File: src/rtl/smpl_pkg.sv
// smpl_pkg: shared types for the SMPL multi-cycle accumulator core.
//   opcode_e - 4-bit instruction opcodes
//   state_e  - core FSM states
//   flags_t  - Z/C/N condition flags
package smpl_pkg;

  localparam int unsigned OPC_W = 4;

  typedef enum logic [OPC_W-1:0] {
    OpAdd = 4'd0,
    OpSub = 4'd1,
    OpAnd = 4'd2,
    OpNot = 4'd3,
    OpLda = 4'd4,
    OpSta = 4'd5,
    OpJmp = 4'd6,
    OpJz  = 4'd7,
    OpOr  = 4'd8,
    OpXor = 4'd9,
    OpJc  = 4'd10,
    OpJn  = 4'd11,
    OpShl = 4'd12,
    OpShr = 4'd13,
    OpNop = 4'd14,
    OpHlt = 4'd15
  } opcode_e;

  typedef enum logic [1:0] {
    StFetch = 2'd0,
    StExec  = 2'd1,
    StMem   = 2'd2,
    StHalt  = 2'd3
  } state_e;

  typedef struct packed {
    logic z;
    logic c;
    logic n;
  } flags_t;

  // Opcodes that need a data-port transfer after EXEC.
  function automatic logic is_mem_op(opcode_e op);
    return op inside {OpAdd, OpSub, OpAnd, OpNot, OpLda, OpSta, OpOr, OpXor};
  endfunction

endpackage

File: src/rtl/smpl_core_p_if.sv
// smpl_core_p_if: instruction-fetch and data-bus handshake signals of the SMPL core.
//   master modport - core side (drives requests, addresses, write data)
//   slave modport  - memory side (drives acks and read data)
interface smpl_core_p_if #(
  parameter int unsigned DATA_W = 16,
  parameter int unsigned ADDR_W = 12
) ();

  localparam int unsigned INSTR_W = smpl_pkg::OPC_W + ADDR_W;

  logic [ADDR_W-1:0]  iaddr;
  logic               ireq;
  logic               iack;
  logic [INSTR_W-1:0] idata;

  logic [ADDR_W-1:0]  daddr;
  logic [DATA_W-1:0]  datao;
  logic [DATA_W-1:0]  datai;
  logic               dreq;
  logic               dwe;
  logic               dack;

  modport master (
    output iaddr, ireq, daddr, datao, dreq, dwe,
    input  iack, idata, datai, dack
  );

  modport slave (
    input  iaddr, ireq, daddr, datao, dreq, dwe,
    output iack, idata, datai, dack
  );

endinterface

File: src/rtl/smpl_alu.sv
// smpl_alu: combinational accumulator ALU.
//   opcode_i  - current instruction opcode
//   acc_i     - accumulator value
//   operand_i - memory operand (ignored by shifts)
//   result_o  - new accumulator value
//   flags_o   - Z/C/N derived from result_o and the carry/borrow/shift-out bit
module smpl_alu
  import smpl_pkg::*;
#(
  parameter int unsigned DATA_W = 16
) (
  input  opcode_e           opcode_i,
  input  logic [DATA_W-1:0] acc_i,
  input  logic [DATA_W-1:0] operand_i,
  output logic [DATA_W-1:0] result_o,
  output flags_t            flags_o
);

  logic [DATA_W:0] sum;
  logic [DATA_W:0] diff;
  logic            carry;

  always_comb begin
    sum      = {1'b0, acc_i} + {1'b0, operand_i};
    // Top bit of the widened difference is the borrow (operand > acc, unsigned).
    diff     = {1'b0, acc_i} - {1'b0, operand_i};
    result_o = acc_i;
    carry    = 1'b0;
    case (opcode_i)
      OpAdd: begin
        result_o = sum[DATA_W-1:0];
        carry    = sum[DATA_W];
      end
      OpSub: begin
        result_o = diff[DATA_W-1:0];
        carry    = diff[DATA_W];
      end
      OpAnd: result_o = acc_i & operand_i;
      OpOr:  result_o = acc_i | operand_i;
      OpXor: result_o = acc_i ^ operand_i;
      OpNot: result_o = ~operand_i;
      OpLda: result_o = operand_i;
      OpShl: begin
        result_o = {acc_i[DATA_W-2:0], 1'b0};
        carry    = acc_i[DATA_W-1];
      end
      OpShr: begin
        result_o = {1'b0, acc_i[DATA_W-1:1]};
        carry    = acc_i[0];
      end
      default: begin
        result_o = acc_i;
        carry    = 1'b0;
      end
    endcase
    flags_o.z = (result_o == '0);
    flags_o.c = carry;
    flags_o.n = result_o[DATA_W-1];
  end

endmodule

File: src/rtl/smpl_core_p.sv
// smpl_core_p: multi-cycle SMPL accumulator CPU with req/ack instruction and data ports.
//   clock   - rising-edge clock
//   reset_n - asynchronous active-low reset
//   bus     - instruction fetch and data handshake ports (master side)
//   halted  - core stopped by HLT (sticky until reset)
//   acc_o   - accumulator, for debug
module smpl_core_p
  import smpl_pkg::*;
#(
  parameter int unsigned DATA_W = 16,
  parameter int unsigned ADDR_W = 12
) (
  input  logic              clock,
  input  logic              reset_n,
  smpl_core_p_if.master     bus,
  output logic              halted,
  output logic [DATA_W-1:0] acc_o
);

  localparam int unsigned INSTR_W = OPC_W + ADDR_W;

  state_e              state_q, state_d;
  logic [ADDR_W-1:0]   pc_q, pc_d;
  logic [INSTR_W-1:0]  ir_q, ir_d;
  logic [DATA_W-1:0]   acc_q, acc_d;
  flags_t              flags_q, flags_d;

  opcode_e             op;
  logic [ADDR_W-1:0]   op_addr;
  logic [DATA_W-1:0]   alu_result;
  flags_t              alu_flags;

  assign op      = opcode_e'(ir_q[INSTR_W-1 -: OPC_W]);
  assign op_addr = ir_q[ADDR_W-1:0];

  smpl_alu #(
    .DATA_W (DATA_W)
  ) u_alu (
    .opcode_i  (op),
    .acc_i     (acc_q),
    .operand_i (bus.datai),
    .result_o  (alu_result),
    .flags_o   (alu_flags)
  );

  // State register.
  always_ff @(posedge clock or negedge reset_n) begin
    if (!reset_n) begin
      state_q <= StFetch;
    end else begin
      state_q <= state_d;
    end
  end

  // Next-state logic.
  always_comb begin
    state_d = state_q;
    unique case (state_q)
      StFetch: if (bus.iack) state_d = StExec;
      StExec: begin
        if (op == OpHlt) begin
          state_d = StHalt;
        end else if (is_mem_op(op)) begin
          state_d = StMem;
        end else begin
          state_d = StFetch;
        end
      end
      StMem:   if (bus.dack) state_d = StFetch;
      StHalt:  state_d = StHalt;
      default: state_d = StFetch;
    endcase
  end

  // Datapath next-state: PC, IR, accumulator and flags.
  always_comb begin
    pc_d    = pc_q;
    ir_d    = ir_q;
    acc_d   = acc_q;
    flags_d = flags_q;
    unique case (state_q)
      StFetch: begin
        if (bus.iack) begin
          ir_d = bus.idata;
          pc_d = pc_q + ADDR_W'(1);
        end
      end
      StExec: begin
        case (op)
          OpJmp: pc_d = op_addr;
          OpJz:  if (flags_q.z) pc_d = op_addr;
          OpJc:  if (flags_q.c) pc_d = op_addr;
          OpJn:  if (flags_q.n) pc_d = op_addr;
          OpShl, OpShr: begin
            acc_d   = alu_result;
            flags_d = alu_flags;
          end
          default: ;
        endcase
      end
      StMem: begin
        if (bus.dack && (op != OpSta)) begin
          acc_d   = alu_result;
          flags_d = alu_flags;
        end
      end
      default: ;
    endcase
  end

  always_ff @(posedge clock or negedge reset_n) begin
    if (!reset_n) begin
      pc_q    <= '0;
      ir_q    <= '0;
      acc_q   <= '0;
      flags_q <= '{z: 1'b1, c: 1'b0, n: 1'b0};
    end else begin
      pc_q    <= pc_d;
      ir_q    <= ir_d;
      acc_q   <= acc_d;
      flags_q <= flags_d;
    end
  end

  // Port outputs.
  always_comb begin
    bus.iaddr = pc_q;
    bus.ireq  = 1'b0;
    bus.daddr = '0;
    bus.datao = '0;
    bus.dreq  = 1'b0;
    bus.dwe   = 1'b0;
    halted    = 1'b0;
    acc_o     = acc_q;
    unique case (state_q)
      // The state register already sits in FETCH during reset; keep the request low until release.
      StFetch: bus.ireq = reset_n;
      StExec:  ;
      StMem: begin
        bus.dreq  = 1'b1;
        bus.daddr = op_addr;
        bus.dwe   = (op == OpSta);
        bus.datao = (op == OpSta) ? acc_q : '0;
      end
      StHalt:  halted = 1'b1;
      default: ;
    endcase
  end

endmodule

File: src/flat_wrapper.sv
// flat-port wrapper written by rule: the top's interface ports become plain ports
module smpl_core_p_flat import smpl_pkg::*;
#(
  parameter int unsigned DATA_W = 16,
  parameter int unsigned ADDR_W = 12
)
  (clock, reset_n, halted, acc_o, bus_iaddr, bus_ireq, bus_daddr, bus_datao, bus_dreq, bus_dwe, bus_iack, bus_idata, bus_datai, bus_dack);
  smpl_core_p_if #(.DATA_W(DATA_W), .ADDR_W(ADDR_W)) bus_i ();
  input  logic clock;
  input  logic reset_n;
  output logic halted;
  output logic [DATA_W-1:0] acc_o;
  output wire logic [$bits(bus_i.iaddr)-1:0] bus_iaddr;
  output wire logic [$bits(bus_i.ireq)-1:0] bus_ireq;
  output wire logic [$bits(bus_i.daddr)-1:0] bus_daddr;
  output wire logic [$bits(bus_i.datao)-1:0] bus_datao;
  output wire logic [$bits(bus_i.dreq)-1:0] bus_dreq;
  output wire logic [$bits(bus_i.dwe)-1:0] bus_dwe;
  input wire logic [$bits(bus_i.iack)-1:0] bus_iack;
  input wire logic [$bits(bus_i.idata)-1:0] bus_idata;
  input wire logic [$bits(bus_i.datai)-1:0] bus_datai;
  input wire logic [$bits(bus_i.dack)-1:0] bus_dack;
  assign bus_iaddr = bus_i.iaddr;
  assign bus_ireq = bus_i.ireq;
  assign bus_daddr = bus_i.daddr;
  assign bus_datao = bus_i.datao;
  assign bus_dreq = bus_i.dreq;
  assign bus_dwe = bus_i.dwe;
  assign bus_i.iack = bus_iack;
  assign bus_i.idata = bus_idata;
  assign bus_i.datai = bus_datai;
  assign bus_i.dack = bus_dack;
  smpl_core_p #(.DATA_W(DATA_W), .ADDR_W(ADDR_W)) u_core (.clock(clock), .reset_n(reset_n), .bus(bus_i), .halted(halted), .acc_o(acc_o));
endmodule
File: config.mk
export PLATFORM = sky130hd
export DESIGN_NAME = smpl_core_p_flat
export DESIGN_NICKNAME = d
export VERILOG_FILES = /design/src/rtl/smpl_pkg.sv /design/src/rtl/smpl_core_p_if.sv /design/src/rtl/smpl_alu.sv /design/src/rtl/smpl_core_p.sv /design/src/flat_wrapper.sv
export SDC_FILE = /design/constraint.sdc
export NUM_CORES = 1
export LEC_CHECK = 0
export CAP_MARGIN = 20
export CORE_AREA = 2 2 147 120
export DETAILED_ROUTE_END_ITERATION = 7
export DIE_AREA = 0 0 149 122
export SYNTH_ARGS = -nofsm -noshare
export SYNTH_HDL_FRONTEND = slang
export SYNTH_SLANG_ARGS = --single-unit
File: constraint.sdc
create_clock -name clock -period 6.48 [get_ports clock]
set_clock_uncertainty 0.2 [all_clocks]
set_input_delay 0.648 -clock clock [delete_from_list [all_inputs] [get_ports clock]]
set_output_delay 0.648 -clock clock [all_outputs]
set_load 0.02 [all_outputs]
==> flow_metrics.py <==
metrics = {
    "floorplan": {
        "core_area_mm2": 0.0169,
        "io_pins": 96,
        "std_cell_rows": 43,
        "die_y_um": 122,
        "start_util_pct": 34.1,
        "die_area_mm2": 0.0182,
        "dieWidth_um": 149,
    },
    "power_and_ir_drop": {
        "p_clk_share_pct": 46.0,
        "pwr-share-comb_pct": 13.6,
        "seqPwrFrac_pct": 40.4,
        "p_sw_mw": 0.178,
        "peakVddDrop_mv": 0.0880,
        "p_per_area_mw_per_mm2": 106,
        "intPower_mw": 0.563,
        "switching_share_pct": 24.0,
        "power_leakage_nw": 2.87,
    },
    "setup_path": {
        "cp_slowest_cell": "and4_1",
        "crit_required_ns": 5.63,
        "path_cells": "nor2b_1, and4_1, and2_1, clkdlybuf4s50_1",
        "crit_type": "register to output pin",
        "cp_slowest_stage_delay_ns": 0.89,
        "path_max_fanout": 17,
        "critPathCaptureType": "output pin",
        "cp-start-kind": "register",
        "cp.arrival_ns": 3.30,
    },
    "cells_and_area": {
        "final_nets": 918,
        "diodes": 0,
        "drive_above_1_share_pct": 6.62,
        "final_common_cell": "clkdlybuf4s50_1",
        "syn_to_final_growth_pct": 21.6,
        "utilization_pct": 41.4,
        "most-common-layout-cells": "94 x clkdlybuf4s50_1, 72 x nand2_1, 71 x a21oi_1, 55 x nor2_1, 49 x ha_1",
    },
    "placement": {
        "routabilityCongestion": 0.968,
        "numPortBuffers": 95,
        "place_hpwl_um": 15100,
    },
    "logic_synthesis": {
        "synthFlopType": "dfrtp_1",
        "netlist_area_mm2": 0.00575,
        "yosysUniqueCellTypes": 77,
        "seq_area_frac_synth_pct": 20.9,
        "synth-seq-cells": 48,
        "syn-num-nets": 863,
        "synthArstFlopShare_pct": 100,
        "synth_warnings": 0,
        "syn_inst": 776,
        "syn_area_per_cell_um2": 7.41,
        "synth-edff-count": 0,
    },
    "detailed_routing": {
        "vias_per_cell": 5.88,
        "drtAntennaViolNets": 0,
        "wl_per_cell_um": 19.9,
        "drc_errors": 0,
        "wl_um": 21000,
        "vias": 6209,
        "firstDrtPassIters": 6,
        "drt_iter0_drc": 861,
    },
    "clocking": {
        "clock_sinks": 48,
        "cts_hold_buf": 0,
        "cts-htree-levels": 2,
        "clock_latency_ns": 0.30,
        "cts_setup_buffers": 0,
        "cts-root-buf": "clkbuf_16",
        "cts_max_path_buffers": 2,
        "clk_pin_slew_worst_paths_ns": 0.07,
        "cts_resized": 0,
        "cts_tree": "built",
        "cts_buffers": 5,
    },
    "hold_path": {
        "hold_path_class": "register to register",
    },
    "sta": {
        "period_needed_ns": 4.15,
        "slew_headroom_pct": 32.9,
        "finalCritPeriodShare_pct": 64.0,
        "maxSlewViolCount": 0,
        "setup_viol_count_final": 0,
        "max_freq_mhz": 241,
        "hold_viol": 0,
        "rsz0062_at_grt": "no",
        "tns_ns": 0,
        "worstMarginPinSlew_ns": 1.00,
    },
    "global_route": {
        "grt_pass1_vias": 5677,
        "grtUsageTotal_pct": 22.9,
        "grt.overflow.total": 0,
        "grt_max_degree": 49,
        "antenna_found_initial": 0,
        "grt_pass1_wl_um": 32700,
    },
    "run_status": {
        "outcome": "completed",
    },
    "flow_run": {
        "cap_violations": 0,
    },
}
worst max-delay path, delay by kind of cell (launching register included):
kind,cells,cell delay [ns]
buffers and inverters,1,0.63
DFF,1,0.45
and+or+nand+nor,3,1.93
registers in the layout, summed over array words and instances, names as in the netlist:
signal            cells
u_core.ir_q          16
u_core.flags_q        2
u_core.acc_o         16
u_core.state_q        2
u_core.bus.iaddr     12
final cells by class:
class | instances | area, um^2
clock buffers | 5 | 125
flip-flops and latches | 48 | 1200
clock inverters | 2 | 60.1
multi-input cells | 618 | 4110
well taps | 225 | 282
repair buffers | 104 | 1010
fillers | 1758 | 9900
inverters | 54 | 203
worst paths after layout:
path                                       endpoint               from  cells after the start  slack [ns]
worst min register to register    u_core.flags_q[2]  u_core.flags_q[2]                      2        0.28
worst max-delay path                  bus_datao[15]  u_core.state_q[0]                      4        2.33
min in group asynchronous           u_core.acc_o[6]            reset_n                      2        0.35
worst max register to register    u_core.flags_q[2]    u_core.ir_q[14]                      9        2.64
worst min-delay path              u_core.flags_q[2]  u_core.flags_q[2]                      2        0.28
max in group asynchronous       u_core.bus.iaddr[8]            reset_n                      2        5.24
power by group through the flow:
stage               sequential (mW)  combinational [mW]  clock (mW)
floorplan                     0.305              0.0542           0
global placement              0.305              0.0993           0
detailed placement            0.305              0.0988           0
CTS                           0.299              0.0996       0.344
global route                  0.299               0.112       0.356
finish                        0.299               0.101       0.341
synthesized netlist by cell type, types with 3 or more instances:
cell	count	area, um^2
mux2_2	21	236
nand3_1	23	115
nand2b_1	12	75.1
a2bb2oi_1	3	26.3
o32ai_1	3	26.3
a2111oi_0	3	26.3
inv_1	47	176
a211oi_1	5	37.5
and2_1	32	200
xnor2_1	5	43.8
ha_1	49	613
o31a_1	3	26.3
a221oi_1	7	61.3
buf_2	15	75.1
nand4_1	7	43.8
a22oi_1	4	30.0
mux2i_1	6	60.1
or3_1	6	37.5
a21oi_1	71	355
o31ai_1	6	45.0
clkbuf_1	34	128
o32a_1	5	50.1
o21a_1	6	45.0
buf_1	5	18.8
o21ai_0	42	210
xor2_1	4	35.0
o21ai_1	23	115
nor4_1	5	31.3
nor3_1	19	95.1
inv_2	7	26.3
nor2b_1	18	113
o211ai_1	8	60.1
a311oi_1	3	26.3
nand2_1	72	270
nor2_1	55	206
o22a_1	5	43.8
a21o_1	6	45.0
a31oi_1	10	62.6
and3_1	6	37.5
dfrtp_1	47	1180
o22ai_1	19	119
per-stage QoR:
stage / cells / power (mW) / hold WS, ns / cell area (um^2) / setup WS [ns]
final: 1056 / 0.741 / 0.276 / 7000 / 2.33
after global routing: 1056 / 0.766 / 0.310 / 7000 / 2.12
after CTS: 1056 / 0.743 / 0.274 / 7000 / 2.29
after detailed placement: 1049 / 0.404 / 0.264 / 6810 / 2.30
after global placement: 1049 / 0.405 / 0.262 / 6810 / 2.38
after floorplan: 776 / 0.360 / 0.152 / 5750 / 3.19
cells by family after synthesis:
logic type	share of synthesized area, %
flip-flops	20.9
AND/OR/NAND/NOR	22.9
buffers and inverters	7.70
adder cells (fa/ha/maj)	11.4
XOR/XNOR	1.37
AO/OA/AOI/OAI	29.2
multiplexers	6.59
metal layers:
metal	wire [um]	track usage, %	vias up
met5	0	0	-
met4	233	4.52	0
met3	1910	3.45	16
met2	8810	33.3	313
met1	10100	35.6	2974
li1	-	-	2906
Note: power is estimated with default switching activity, not from simulation.
